## src/rtl/uart_tx_param.sv

```systemverilog
// Parametrised UART transmitter with input FIFO, runtime baud prescale,
// optional parity and one or two stop bits.
// Ports:
//   CLK        - system clock, rising edge
//   RST        - synchronous active-low reset
//   P_DATA     - parallel word to queue
//   DATA_VALID - host write strobe
//   DATA_READY - FIFO not full (registered)
//   PAR_EN     - insert parity bit
//   PAR_TYP    - 0 even, 1 odd parity
//   STOP2      - 0 one stop bit, 1 two stop bits
//   PRESCALE   - clocks per serial bit (0 treated as 1)
//   TX_OUT     - registered serial line, idle high
//   BUSY       - frame in progress or FIFO non-empty
module uart_tx_param #(
  parameter int unsigned DATA_W     = 8,
  parameter int unsigned FIFO_DEPTH = 4,
  parameter int unsigned PRESCALE_W = 8
) (
  input  logic                  CLK,
  input  logic                  RST,
  input  logic [DATA_W-1:0]     P_DATA,
  input  logic                  DATA_VALID,
  output logic                  DATA_READY,
  input  logic                  PAR_EN,
  input  logic                  PAR_TYP,
  input  logic                  STOP2,
  input  logic [PRESCALE_W-1:0] PRESCALE,
  output logic                  TX_OUT,
  output logic                  BUSY
);

  localparam int unsigned AW = (FIFO_DEPTH > 1) ? $clog2(FIFO_DEPTH) : 1;
  localparam int unsigned CW = $clog2(FIFO_DEPTH + 1);
  localparam int unsigned BW = $clog2(DATA_W);

  typedef enum logic [2:0] {IDLE, START, DATA, PARITY, STOP} state_t;

  state_t                 state, state_n;
  logic [DATA_W-1:0]      mem [FIFO_DEPTH];
  logic [AW-1:0]          wr_ptr, rd_ptr;
  logic [CW-1:0]          count, count_n;
  logic                   push, pop, load, fifo_empty, tick;
  logic [DATA_W-1:0]      head, shreg, shreg_n;
  logic [PRESCALE_W-1:0]  presc_cnt, presc_cnt_n, presc_q;
  logic [BW-1:0]          bit_cnt, bit_cnt_n;
  logic                   tx_n;
  logic                   par_en_q, parity_q, stop2_q;

  assign push       = DATA_VALID && DATA_READY;
  assign fifo_empty = (count == '0);
  assign head       = mem[rd_ptr];
  assign count_n    = count + CW'(push) - CW'(pop);
  assign tick       = (presc_cnt == presc_q - PRESCALE_W'(1));

  // FIFO storage; stale entries are harmless because pointers are reset
  always_ff @(posedge CLK) begin
    if (push) mem[wr_ptr] <= P_DATA;
  end

  // FIFO pointers, occupancy and registered ready
  always_ff @(posedge CLK) begin
    if (!RST) begin
      wr_ptr     <= '0;
      rd_ptr     <= '0;
      count      <= '0;
      DATA_READY <= 1'b1;
    end else begin
      if (push) wr_ptr <= wr_ptr + AW'(1);
      if (pop)  rd_ptr <= rd_ptr + AW'(1);
      count      <= count_n;
      DATA_READY <= (count_n != CW'(FIFO_DEPTH));
    end
  end

  // FSM state and datapath registers
  always_ff @(posedge CLK) begin
    if (!RST) begin
      state     <= IDLE;
      presc_cnt <= '0;
      bit_cnt   <= '0;
      shreg     <= '0;
      TX_OUT    <= 1'b1;
      BUSY      <= 1'b0;
      presc_q   <= PRESCALE_W'(1);
      par_en_q  <= 1'b0;
      parity_q  <= 1'b0;
      stop2_q   <= 1'b0;
    end else begin
      state     <= state_n;
      presc_cnt <= presc_cnt_n;
      bit_cnt   <= bit_cnt_n;
      shreg     <= shreg_n;
      TX_OUT    <= tx_n;
      BUSY      <= (state_n != IDLE) || (count_n != '0);
      // frame-constant configuration captured with the popped word
      if (load) begin
        presc_q  <= (PRESCALE == '0) ? PRESCALE_W'(1) : PRESCALE;
        par_en_q <= PAR_EN;
        parity_q <= (^head) ^ PAR_TYP;
        stop2_q  <= STOP2;
      end
    end
  end

  // Next-state, pop and serial bit selection
  always_comb begin
    state_n     = state;
    presc_cnt_n = '0;
    bit_cnt_n   = bit_cnt;
    shreg_n     = shreg;
    tx_n        = TX_OUT;
    pop         = 1'b0;
    load        = 1'b0;
    if (state != IDLE) presc_cnt_n = tick ? '0 : presc_cnt + PRESCALE_W'(1);
    case (state)
      IDLE: begin
        tx_n = 1'b1;
        if (!fifo_empty) begin
          pop       = 1'b1;
          load      = 1'b1;
          shreg_n   = head;
          bit_cnt_n = '0;
          tx_n      = 1'b0;
          state_n   = START;
        end
      end
      START: begin
        if (tick) begin
          tx_n      = shreg[0];
          bit_cnt_n = '0;
          state_n   = DATA;
        end
      end
      DATA: begin
        if (tick) begin
          if (bit_cnt == BW'(DATA_W - 1)) begin
            bit_cnt_n = '0;
            if (par_en_q) begin
              tx_n    = parity_q;
              state_n = PARITY;
            end else begin
              tx_n    = 1'b1;
              state_n = STOP;
            end
          end else begin
            bit_cnt_n = bit_cnt + BW'(1);
            shreg_n   = shreg >> 1;
            tx_n      = shreg[1];
          end
        end
      end
      PARITY: begin
        if (tick) begin
          tx_n      = 1'b1;
          bit_cnt_n = '0;
          state_n   = STOP;
        end
      end
      STOP: begin
        if (tick) begin
          if (stop2_q && (bit_cnt == '0)) begin
            bit_cnt_n = BW'(1);
          end else if (!fifo_empty) begin
            // chain straight into the next frame, no idle gap
            pop       = 1'b1;
            load      = 1'b1;
            shreg_n   = head;
            bit_cnt_n = '0;
            tx_n      = 1'b0;
            state_n   = START;
          end else begin
            tx_n    = 1'b1;
            state_n = IDLE;
          end
        end
      end
      default: begin
        tx_n    = 1'b1;
        state_n = IDLE;
      end
    endcase
  end

endmodule
```

## config.mk

```make
export PLATFORM = sky130hd
export DESIGN_NAME = uart_tx_param
export DESIGN_NICKNAME = d
export VERILOG_FILES = /design/src/rtl/uart_tx_param.sv
export SDC_FILE = /design/constraint.sdc
export NUM_CORES = 1
export LEC_CHECK = 0
export CORE_AREA = 3 3 88 90
export CTS_CLUSTER_SIZE = 16
export DETAILED_ROUTE_END_ITERATION = 16
export DIE_AREA = 0 0 91 93
export PLACE_DENSITY_LB_ADDON = 0.2
export SLEW_MARGIN = 20
export SYNTH_ARGS = -nofsm -noshare
export SYNTH_HDL_FRONTEND = slang
export SYNTH_SLANG_ARGS = --single-unit
```

## constraint.sdc

```tcl
create_clock -name CLK -period 3.9 [get_ports CLK]
set_clock_uncertainty 0.15 [all_clocks]
set_input_delay 0.78 -clock CLK [delete_from_list [all_inputs] [get_ports CLK]]
set_output_delay 0.78 -clock CLK [all_outputs]
set_load 0.03 [all_outputs]
```

# Word level (Yosys, flattened, before mapping)
# Memory sizes are Yosys's and may differ from the RTL's. A register that Yosys moved wholly into a read port is not among the register bits.
# Cells that the tools add are included.
[op_classes] n_mux=41 eq_ne=14 reduce_logical=18 add_sub_neg=7 n_bitwise=3
[op_table] operator="8-bit 2-to-1 mux" n=6
[op_table] operator="3-bit 2-to-1 mux" n=14
[op_table] operator="8-bit one-hot mux with 3 select lines" n=1
[op_table] operator="3-bit one-hot mux with 5 select lines" n=1
[op_table] operator="1-bit 2-to-1 mux" n=14
[op_table] operator="2-bit inequality test, second input constant" n=6
[op_table] operator="3-bit one-hot mux with 4 select lines" n=1
[op_table] operator="3-bit nonzero test" n=4
[op_table] operator="5-bit AND reduction" n=2
[op_table] operator="3-bit logical NOT" n=3
[op_table] operator="8-bit by 1-bit adder with 8-bit output, second input constant" n=1
[op_table] operator="8-bit equality test" n=1
[op_table] operator="8-bit logical NOT" n=1
[op_table] operator="8-bit parity" n=1
[op_table] operator="8-bit by 1-bit subtractor with 8-bit output, second input constant" n=1
[op_table] operator="3-bit by 2-bit equality test with 1-bit output, second input constant" n=2
[op_table] operator="3-bit equality test, second input constant" n=2
[op_table] operator="1-bit one-hot mux with 5 select lines" n=1
[op_table] operator="2-bit by 1-bit adder with 2-bit output, second input constant" n=2
[op_table] operator="2-bit 2-to-1 mux" n=2
[op_table] operator="4-bit AND reduction" n=1
[op_table] operator="4-bit nonzero test" n=1
[op_table] operator="3-bit by 1-bit adder with 3-bit output" n=1
[op_table] operator="3-bit by 1-bit adder with 3-bit output, second input constant" n=1
[op_table] operator="other kinds (11)" n=13
[word_totals] memories=1 regBits=43 ram_bits=32
[mem_list] name="mem" depth=4 word_bits=8 rd=1 rd_ports_with_merged_regs=1 wr=1 line_no="40" rtl="logic [DATA_W-1:0] mem [FIFO_DEPTH];"

# Longest topological paths before layout
# Gate-level depths: netlist of run 1.
[logic_depth] word_depth=8 depth_mapped=16 mapped_depth_nobuf=15

# Worst setup path after synthesis of run 1
# No wires, ideal clock.
[synth_timing] path_type="reg-to-reg" start="reg presc_q[0]" end="reg BUSY" t_required_ps=3621 stages_incl_launch_ff=15 t_arrival_ps=3166 setup_time_ps=129 setup_slack_ps=454 path_cell_list="dfxtp_1 -> or4_4 -> o21a_1 -> o22ai_4 -> o31a_1 -> buf_4 -> nor2_1 -> ha_1 -> inv_1 -> ha_1 -> fa_1 -> nor2_1 -> nand2_1 -> o21ai_0 -> nand4b_1"
[synth_between] elab_chain_cells=7 word_cells_on_any_way=13 cone_classes="add/sub (2); eq/ne (1); mux (7); reduce/logical (3)"
[synth_lines] item="from (decl)" line_no="45" rtl="logic [PRESCALE_W-1:0] presc_cnt, presc_cnt_n, presc_q;"
[synth_lines] item="from (signal assigned)" line_no="98" rtl="presc_q <= (PRESCALE == '0) ? PRESCALE_W'(1) : PRESCALE;"
[synth_lines] item="8-bit by 1-bit subtractor with 8-bit output" line_no="54" rtl="assign tick = (presc_cnt == presc_q - PRESCALE_W'(1));"
[synth_lines] item="8-bit equality test" line_no="54"
[synth_lines] item="1-bit 2-to-1 mux"
[synth_lines] item="1-bit one-hot mux with 2 select lines"
[synth_lines] item="net load" line_no="43" rtl="logic push, pop, load, fifo_empty, tick;"
[synth_lines] item="3-bit by 1-bit subtractor with 3-bit output" line_no="53" rtl="assign count_n = count + CW'(push) - CW'(pop);"
[synth_lines] item="net count_n[1]" line_no="42" rtl="logic [CW-1:0] count, count_n;"
[synth_lines] item="3-bit nonzero test" line_no="95" rtl="BUSY <= (state_n != IDLE) || (count_n != '0);"
[synth_lines] item="1-bit logical OR" line_no="95"
[synth_lines] item="to (signal assigned)" line_no="95"
[synth_lines] item="to (decl)" line_no="30" rtl="output logic BUSY"
# The timed path passes the listed nets, and every way through them passes these cells.
# A chain may end at the register's enable or synchronous reset.

# Worst setup path in the final report of run 1
# Ends and elaborated chain as after synthesis.

==> results of run 1 <==
## how the worst max path moves through the flow
stage / startpoint / endpoint / slack, ns / cells past startpoint
6_report: presc_q[0] / BUSY / 0.40 / 15
5_1_grt: presc_q[0] / BUSY / 0.1 / 15
4_1_cts: presc_q[0] / BUSY / 0.40 / 15
3_5_place_dp: presc_q[0] / BUSY / 0.42 / 15
3_3_place_gp: presc_q[0] / BUSY / 0.56 / 13
2_1_floorplan: presc_q[0] / BUSY / 0.45 / 14
## state kept, by name, indices dropped and copies added (netlist names), named ones only
signal	count
wr_ptr	2
state	3
bit_cnt	3
stop2_q	1
parity_q	1
DATA_READY	1
TX_OUT	1
rd_ptr	2
BUSY	1
mem	32
presc_q	8
par_en_q	1
shreg	8
presc_cnt	8
count	3
## kinds of logic (layout without fill, tap and decap cells)
logic type,count (synthesis),in the layout,synth area share (%)
adders and majority gates,12,12,4.30
DFF,77,77,50.8
buffers and inverters,33,63,3.79
muxes,8,8,4.92
and+or+nand+nor,88,88,13.2
AOI/OAI and AO/OA,84,84,15.5
xor gates and xnor gates,28,28,7.48
## cell type report
cell class,instances,area (µm²),area share [%]
Clock buffer,13,201,4.76
Multi-Input combinational cell,220,1660,39.4
Timing Repair Buffer,32,300,7.10
Inverter,15,56.3,1.33
Clock inverter,3,20.0,0.474
Tap cell,99,124,2.93
Sequential cell,77,1860,44.0
## cell usage after synthesis, drive strengths merged (2+ instances only)
master | instances | share of area (%)
dfxtp | 45 | 25
edfxtp | 32 | 26
a21oi | 27 | 3.7
o21ai | 24 | 3.3
nand3 | 19 | 2.6
nor2 | 16 | 1.8
nand2 | 15 | 1.5
xnor2 | 15 | 3.6
inv | 14 | 1.4
clkbuf | 11 | 1.1
ha | 11 | 3.8
xor2 | 11 | 2.6
and3 | 8 | 1.4
mux4 | 8 | 4.9
nor3 | 8 | 1.4
a311oi | 7 | 1.7
buf | 7 | 1.1
and2 | 5 | 0.92
o31ai | 4 | 1.2
o22ai | 3 | 0.89
or3 | 3 | 0.51
a221oi | 2 | 0.65
a32o | 2 | 0.55
nand2b | 2 | 0.34
nand4b | 2 | 0.48
nor3b | 2 | 0.41
o311ai | 2 | 0.48
or2 | 2 | 0.34
or4 | 2 | 0.51
## metal layers
layer	routed length, µm	up-vias	GRT usage (%)
li1	-	1277	-
met3	332	13	4.83
met1	3270	1232	23.3
met4	136	0	9.67
met2	3640	63	30.7
met5	0	-	0
## where the power goes
part | internal [mW] | switching [mW]
logic | 0.587 | 0.715
registers | 0.990 | 0.130
clock network | 0.346 | 0.298
total | 1.92 | 1.14
## stage by stage
step,instances,hold WS [ns],setup slack (ns),util [%]
final,459,0.325,0.398,59.2
after global routing,459,0.359,0.0971,59.2
after CTS,459,0.325,0.399,59.2
after detailed placement,443,0.314,0.423,56.1
after global placement,443,0.287,0.561,56.1
after floorplan,330,0.294,0.454,-
## placed cells by master, fill, tap and decap left out, drive strengths merged, types with 5 or more instances in the layout
| cell type | netlist | layout |
|---|---|---|
| and2 | 5 | 5 |
| ha | 11 | 11 |
| and3 | 8 | 8 |
| xor2 | 11 | 11 |
| dfxtp | 45 | 45 |
| a21oi | 27 | 27 |
| nand3 | 19 | 19 |
| o21ai | 24 | 24 |
| nor3 | 8 | 8 |
| buf | 7 | 8 |
| edfxtp | 32 | 32 |
| clkbuf | 11 | 13 |
| clkdlybuf4s50 | 0 | 24 |
| inv | 14 | 16 |
| nor2 | 16 | 16 |
| a311oi | 7 | 7 |
| nand2 | 15 | 15 |
| xnor2 | 15 | 15 |
| mux4 | 8 | 8 |
## worst max-delay path: cells and delay by family, from the launching register on
kind | cells | cell delay, ns
and+or+nand+nor | 6 | 1.12
AOI/OAI and AO/OA | 3 | 0.64
adders and majority gates | 4 | 0.97
buffers and inverters | 2 | 0.14
DFF | 1 | 0.37
==> results.py, run 1 <==
metrics = {
    "clocking": {
        "cts_sinks": 77,
        "clock_latency_ns": 0.35,
        "ctsRootBufferMaster": "clkbuf_8",
        "cts_buffers": 9,
        "post_cts_resize_count": 0,
        "htreeDepth": 3,
        "clk_pin_slew_ns": 0.08,
        "clockBufferDepth": 2,
        "holdBufCountCts": 0,
        "cts_tree": "done",
        "post_cts_buffers": 0,
    },
    "worst_setup_path": {
        "cpMaxStageDelayCell": "fa_1",
        "cp-start-kind": "register",
        "worstPathRequired_ns": 3.98,
        "arrival_ns": 3.58,
        "ff2ff_path_depth": 15,
        "cp_max_fo": 9,
        "r2r-end": "BUSY",
        "crit_chain": "inv_1 -> ha_1 -> nor3b_1 -> and3_1 -> o22ai_4 -> o31a_1 -> nor2_1 -> ha_1 -> inv_1 -> ha_1 -> fa_1 -> nor2_1 -> nand2_1 -> o21ai_0 -> nand4b_1",
        "worstSetupPathType": "register to register",
        "crit_path_frequent_cell": "ha_1",
        "rr_startpoint": "presc_q[0]",
        "r2r_setup_slack_ns": 0.40,
        "max_stage_delay_ns": 0.43,
        "end_kind": "register",
    },
    "placed_design": {
        "post_dp_cell_area_mm2": 0.00401,
        "gp_congestion": 0.871,
        "dpl.hpwl_um": 5120,
        "port_buffers": 24,
    },
    "cells_and_area": {
        "fill_cells": 638,
        "stdcell_area_mm2": 0.00423,
        "layout-drive-gt1-share_pct": 11.7,
        "n_antenna_cell": 0,
        "final_nets": 389,
        "syn2layout_area_growth_pct": 15.4,
    },
    "floorplan": {
        "start_util_pct": 51.3,
        "core_mm2": 0.00714,
        "dieHeight_um": 93,
        "io_pins": 25,
        "num_rows": 31,
        "dieWidth_um": 91,
        "dieArea_mm2": 0.00846,
    },
    "yosys": {
        "syn_inst": 330,
        "ys_seq_area_share_pct": 50.8,
        "ys_seq_elements": 77,
        "yosys_warnings": 0,
        "synth_async_sr_flop_share_pct": 0,
        "syn_area_mm2": 0.00366,
        "yosysUniqueCellTypes": 61,
        "syn_avg_cell_area_um2": 11.1,
        "ys.flop_type": "dfxtp_1",
        "synth-edff-count": 32,
        "syn-num-nets": 364,
    },
    "drt": {
        "drtPass1Iterations": 4,
        "postRouteAntennaNets": 0,
        "routed-via-count": 2585,
        "drc": 0,
        "routed_via_density": 5.63,
        "routed_wl_um": 7380,
        "wl_per_cell_um": 16.1,
        "drtIter0Drc": 136,
    },
    "grt": {
        "grt_pass1_vias": 2597,
        "grt_pass1_wl_um": 12400,
        "grt_max_degree": 21,
        "grt_use_total_pct": 18.9,
        "antenna_found_initial": 0,
        "grt_overflow": 0,
    },
    "timing": {
        "fin_crit_sh_pct": 89.8,
        "finalHoldViolCount": 0,
        "setup_viol": 0,
        "worst_slew_pin_slew_ns": 0.740,
        "period_needed_ns": 3.50,
        "relSlewSlack_pct": 50.3,
        "fmax_ghz": 0.286,
        "setup-tns-final_ns": 0,
        "drv_slew": 0,
        "rsz0062_at_grt": "no",
    },
    "worst_hold_path": {
        "hold_depth": 2,
        "min_to": "parity_q",
        "hp-start": "parity_q",
        "hold_class": "register to register",
    },
    "power_and_ir_drop": {
        "p_per_area_mw_per_mm2": 725,
        "finalPower_mw": 3.07,
        "ir_drop_uv": 381,
        "leakagePower_nw": 1.50,
    },
    "run": {
        "cap_violations": 0,
    },
    "outcome": {
        "status": "completed",
    },
}
(Power assumes the default switching activity.)
==> run 2, diff against run 1 <==
--- a/config.mk
+++ b/config.mk
@@ -5,6 +5,7 @@
 export SDC_FILE = /design/constraint.sdc
 export NUM_CORES = 1
 export LEC_CHECK = 0
+export ABC_CLOCK_PERIOD_IN_PS = 3900
 export CORE_AREA = 3 3 88 90
 export CTS_CLUSTER_SIZE = 16
 export DETAILED_ROUTE_END_ITERATION = 16
==> results of run 2 <==
Same layout as run 1: the final DEF is identical, and so are final timing and power.
